`src/rtl/pll_lock_ctrl.sv`:
```
// PLL lock sequencer: pulses the PLL reset, waits for a synchronized lock that
// stays stable, then releases downstream reset. Retries on timeout and counts lock losses.
//
// state       | meaning
// ------------+-----------------------------------------------------------
// ST_RST_PLL  | PLL held in reset for RST_CYCLES cycles
// ST_WAIT_LOCK| PLL released, waiting up to LOCK_TIMEOUT cycles for lock
// ST_STABLE   | lock seen, counting STABLE_CYCLES consecutive lock cycles
// ST_RUN      | locked and stable, downstream released
// ST_FAIL     | retries exhausted, held until restart or reset
module pll_lock_ctrl #(
  parameter int RST_CYCLES    = 32,
  parameter int LOCK_TIMEOUT  = 50000,
  parameter int STABLE_CYCLES = 1024,
  parameter int MAX_RETRY     = 7
) (
  input  logic       clkin,
  input  logic       reset,
  input  logic       lock,
  input  logic       restart,
  output logic       pll_reset,
  output logic       sys_reset,
  output logic       ready,
  output logic       fail,
  output logic [3:0] retry_cnt,
  output logic [7:0] lost_cnt
);

  localparam int RW = (RST_CYCLES > 1) ? $clog2(RST_CYCLES) : 1;
  localparam int TW = (LOCK_TIMEOUT > 1) ? $clog2(LOCK_TIMEOUT) : 1;
  localparam int SW = (STABLE_CYCLES > 1) ? $clog2(STABLE_CYCLES) : 1;

  localparam logic [RW-1:0] RST_LAST  = RW'(RST_CYCLES - 1);
  localparam logic [TW-1:0] TO_LAST   = TW'(LOCK_TIMEOUT - 1);
  localparam logic [SW-1:0] STB_LAST  = SW'(STABLE_CYCLES - 1);
  localparam logic [3:0]    RETRY_MAX = 4'(MAX_RETRY);

  typedef enum logic [2:0] {
    ST_RST_PLL,
    ST_WAIT_LOCK,
    ST_STABLE,
    ST_RUN,
    ST_FAIL
  } state_t;

  state_t        state, state_nxt;
  logic          lock_m, lock_s;
  logic [RW-1:0] rst_cnt, rst_cnt_nxt;
  logic [TW-1:0] to_cnt, to_cnt_nxt;
  logic [SW-1:0] stb_cnt, stb_cnt_nxt;
  logic [3:0]    retry_nxt;
  logic [7:0]    lost_nxt;

  // lock is asynchronous to clkin
  always_ff @(posedge clkin or posedge reset) begin
    if (reset) begin
      lock_m <= 1'b0;
      lock_s <= 1'b0;
    end else begin
      lock_m <= lock;
      lock_s <= lock_m;
    end
  end

  always_comb begin
    state_nxt   = state;
    rst_cnt_nxt = rst_cnt;
    to_cnt_nxt  = to_cnt;
    stb_cnt_nxt = stb_cnt;
    retry_nxt   = retry_cnt;
    lost_nxt    = lost_cnt;
    if (restart) begin
      state_nxt   = ST_RST_PLL;
      rst_cnt_nxt = '0;
      retry_nxt   = '0;
    end else begin
      case (state)
        ST_RST_PLL: begin
          if (rst_cnt == RST_LAST) begin
            state_nxt  = ST_WAIT_LOCK;
            to_cnt_nxt = '0;
          end else begin
            rst_cnt_nxt = rst_cnt + 1'b1;
          end
        end
        ST_WAIT_LOCK: begin
          if (lock_s) begin
            state_nxt   = ST_STABLE;
            stb_cnt_nxt = '0;
          end else if (to_cnt == TO_LAST) begin
            if (retry_cnt == RETRY_MAX) begin
              state_nxt = ST_FAIL;
            end else begin
              retry_nxt   = retry_cnt + 1'b1;
              state_nxt   = ST_RST_PLL;
              rst_cnt_nxt = '0;
            end
          end else begin
            to_cnt_nxt = to_cnt + 1'b1;
          end
        end
        ST_STABLE: begin
          // a lock drop on the terminal count still sends us back
          if (!lock_s) begin
            state_nxt  = ST_WAIT_LOCK;
            to_cnt_nxt = '0;
          end else if (stb_cnt == STB_LAST) begin
            state_nxt = ST_RUN;
            retry_nxt = '0;
          end else begin
            stb_cnt_nxt = stb_cnt + 1'b1;
          end
        end
        ST_RUN: begin
          if (!lock_s) begin
            state_nxt   = ST_RST_PLL;
            rst_cnt_nxt = '0;
            if (lost_cnt != 8'hFF) lost_nxt = lost_cnt + 1'b1;
          end
        end
        ST_FAIL: ;
        default: begin
          state_nxt   = ST_RST_PLL;
          rst_cnt_nxt = '0;
        end
      endcase
    end
  end

  // outputs are decoded from the next state so they switch with the state
  always_ff @(posedge clkin or posedge reset) begin
    if (reset) begin
      state     <= ST_RST_PLL;
      rst_cnt   <= '0;
      to_cnt    <= '0;
      stb_cnt   <= '0;
      retry_cnt <= '0;
      lost_cnt  <= '0;
      pll_reset <= 1'b1;
      sys_reset <= 1'b1;
      ready     <= 1'b0;
      fail      <= 1'b0;
    end else begin
      state     <= state_nxt;
      rst_cnt   <= rst_cnt_nxt;
      to_cnt    <= to_cnt_nxt;
      stb_cnt   <= stb_cnt_nxt;
      retry_cnt <= retry_nxt;
      lost_cnt  <= lost_nxt;
      pll_reset <= (state_nxt == ST_RST_PLL) || (state_nxt == ST_FAIL);
      sys_reset <= (state_nxt != ST_RUN);
      ready     <= (state_nxt == ST_RUN);
      fail      <= (state_nxt == ST_FAIL);
    end
  end

endmodule

```
`config.mk`:
```
export PLATFORM = sky130hd
export DESIGN_NAME = pll_lock_ctrl
export DESIGN_NICKNAME = d
export VERILOG_FILES = /design/src/rtl/pll_lock_ctrl.sv
export SDC_FILE = /design/constraint.sdc
export NUM_CORES = 1
export LEC_CHECK = 0
export CORE_UTILIZATION = 45
export CTS_CLUSTER_SIZE = 12
export DETAILED_ROUTE_END_ITERATION = 8
export GPL_ROUTABILITY_DRIVEN = 0
export PLACE_DENSITY = 0.69
export SETUP_SLACK_MARGIN = 0.5
export SLEW_MARGIN = 20
export SYNTH_ARGS = -nofsm -noshare
export SYNTH_HDL_FRONTEND = slang
export SYNTH_SLANG_ARGS = --single-unit
```
`constraint.sdc`:
```
create_clock -name clkin -period 2 [get_ports clkin]
set_input_delay 0.4 -clock clkin [delete_from_list [all_inputs] [get_ports clkin]]
set_output_delay 0.4 -clock clkin [all_outputs]
set_load 0.02 [all_outputs]
```
==> impl_metrics.toml <==
[floorplan]
die_w_um = 80.9
io_pins = 20
die_h_um = 80.9
start_util = 0.470
coreArea_um2 = 5960
dieArea_um2 = 6540
rows = 28

[timing]
maxSlewViolCount = 0
final.setup.tns_ps = -976
max_freq_ghz = 0.475
slew_headroom = 0.678
setup_viol = 17
setup_ws_ps = -105
min_period_over_period = 1.05
period_minus_slack_ps = 2100
finalClockSkew_ps = 9.39
rsz0062_at_grt = "yes"
whs_ps = 312
hold_violations = 0
worstMarginPinSlew_ps = 480

[grt]
grt_max_degree = 28
gr-total-overflow = 0
grt_pass1_wl_mm = 11.5
grt_pass1_vias = 2478
gr-usage-all-layers = 0.226
antenna_found_initial = 0

[finish]
syn2layout_area_growth_pct = 44.9
fin_area_um2 = 4050
drive_gt1_frac = 0.404
ff_latch_area_um2 = 1310
nFillCells = 460
multi_input_area_um2 = 1810
diodes = 0
final_util = 0.680
nets = 375
stdcell_count = 441

[min_path]
hold_path.class = "input pin to asynchronous set/reset pin"

[worst_setup_path]
cp.arrival_ps = 2350
reg2reg_from = "rst_cnt[1]"
r2r_slack_ps = -100
path_max_fanout = 8
startpoint_type = "register"
cp_cell_sequence = "ha_2 -> and3_4 -> ha_4 -> buf_12 -> nand2b_4 -> a211oi_4 -> a21oi_4 -> buf_6 -> or3_4 -> a21oi_2"
cp-startpoint = "rst_cnt[1]"
cp-end-kind = "register"
crit_required_ps = 2250
slowest_delay_ps = 370
crit_type = "register to register"
slowest_stage = "dfrtp_1"

[power]
netSwitchingPower_mw = 0.486
power_mw = 1.88
sw_frac_of_total = 0.258
irDropWorstVdd_v = 0.000335
power_density_nw_per_um2 = 464
p_int_mw = 1.40
p_leak_nw = 1.65
seqPwrFrac = 0.585
p_comb_frac = 0.071
pwr-share-clk = 0.343

[outcome]
violations = "negative setup slack"
status = "finished with violations"

[cts]
cts_made_buffers = 5
clock_latency_ps = 320
cts-root-buf = "clkbuf_8"
clockBufferDepth = 2
cts.htree.levels = 2
cts.sinks = 52
clkTransAtPathRegs_ps = 110
cts_tree = "built"
cts_hold_buf = 0

[placed_design]
dpl-instance-area_um2 = 3460
place_worst_setup_slack_ps = -365
dpl.hpwl_mm = 4.41
dp_cells = 406
port_buffers = 19

[route]
via_per_inst = 5.62
drc = 0
drt_iter0_markers = 91
ant_nets = 0
dr_total_vias = 2480
wl_mm = 6.90
dr.pass1.iters = 4
wl_per_cell_um = 15.6

[synthesis]
postSynthCellCount = 291
async_flop_share = 1.00
synthTopCellsByArea = "dfrtp_1 45%, xnor2_1 5.9%, nor2_1 3.6%, nand2_1 3.2%, nand3_1 2.9%"
synth_common_cells = "50 x dfrtp_1, 27 x nor2_1, 24 x nand2_1"
ys_seq_area_frac = 0.466
synth_edf_count = 0
syn_nets = 301
avgSynthCellArea_um2 = 9.61
synth_area_leader_cell = "dfrtp_1"
yosysTopAreaCellShare = 0.447
synth_cell_type_count = 53
synth-seq-cells = 52
synthFlopType = "dfrtp_1"
syn_area_um2 = 2800
yosys_warnings = 0
yosysMostFrequentCell = "dfrtp_1"

[flow_run]
maxCapViolations = 0
-- final cells by class --
cell class | instances | area share
multi-input cells | 214 | 0.446
well taps | 75 | 0.0232
inverters | 10 | 0.0102
repair buffers | 82 | 0.174
clock inverters | 3 | 0.00648
clock buffers | 5 | 0.0170
flip-flops and latches | 52 | 0.323
-- layout by cell type, fill, tap and decap left out, drive strengths merged, types with 6 or more instances in the layout --
master | netlist | layout
nand4 | 11 | 11
dfrtp | 50 | 50
and3 | 6 | 6
nor3 | 14 | 14
xnor2 | 19 | 19
nand2b | 9 | 9
clkbuf | 8 | 9
buf | 7 | 65
nor2 | 27 | 27
clkdlybuf4s15 | 0 | 8
o21ai | 11 | 11
nand3 | 16 | 16
nand2 | 24 | 24
ha | 6 | 6
nor4b | 6 | 6
inv | 10 | 10
nor4 | 8 | 8
a21oi | 10 | 10
-- power groups by stage --
stage               Sequential [mW]  Clock [mW]  Combinational, mW
finish                         1.10       0.646              0.134
detailed placement             1.12           0              0.113
global route                   1.10       0.701              0.152
global placement               1.12           0              0.110
floorplan                      1.11           0             0.0725
CTS                            1.10       0.654              0.125
-- worst paths after layout --
check / endpoint / cells after the start
max: to_cnt[13] / 10
min: lost_cnt[1] / 2
max reg2reg: to_cnt[13] / 10
min reg2reg: lock_s / 0
max in group asynchronous: pll_reset / 3
min in group clkin: lock_s / 0
-- logic make-up after synthesis --
kind of cell | count (synthesis) | synth area share
and+or+nand+nor | 140 | 0.276
adders and majority gates | 6 | 0.0268
DFF | 52 | 0.466
AOI/OAI and AO/OA | 43 | 0.116
buffers and inverters | 25 | 0.0362
muxes | 1 | 0.00358
xor gates and xnor gates | 24 | 0.0751
-- routing by layer --
metal,wire [µm],up-vias,track usage
met5,0,-,0
li1,-,1196,-
met2,3640,48,0.389
met4,72,0,0.0607
met1,2980,1228,0.291
met3,202,8,0.0393
-- sequential cells by signal, indices dropped and copies added, names as in the netlist, 3 cells and up --
signal and count:
retry_cnt 4, state 3, to_cnt 16, stb_cnt 10, rst_cnt 5, lost_cnt 8
-- critical path: cells and delay by family (launching register included) --
kind            cells  cell delay, ps
fa+ha+maj           2             350
flops               1             370
simple gates        3             560
buf+inv             2             250
compound gates      3             490
-- repair_timing --
item                       in CTS  in global routing
resized for setup              60                 45
pin swaps                      35                 32
gates cloned                    0                  0
buffers inserted               17                 10
setup endpoints to repair      65                 61
Note: power is estimated with default switching activity, not from simulation.
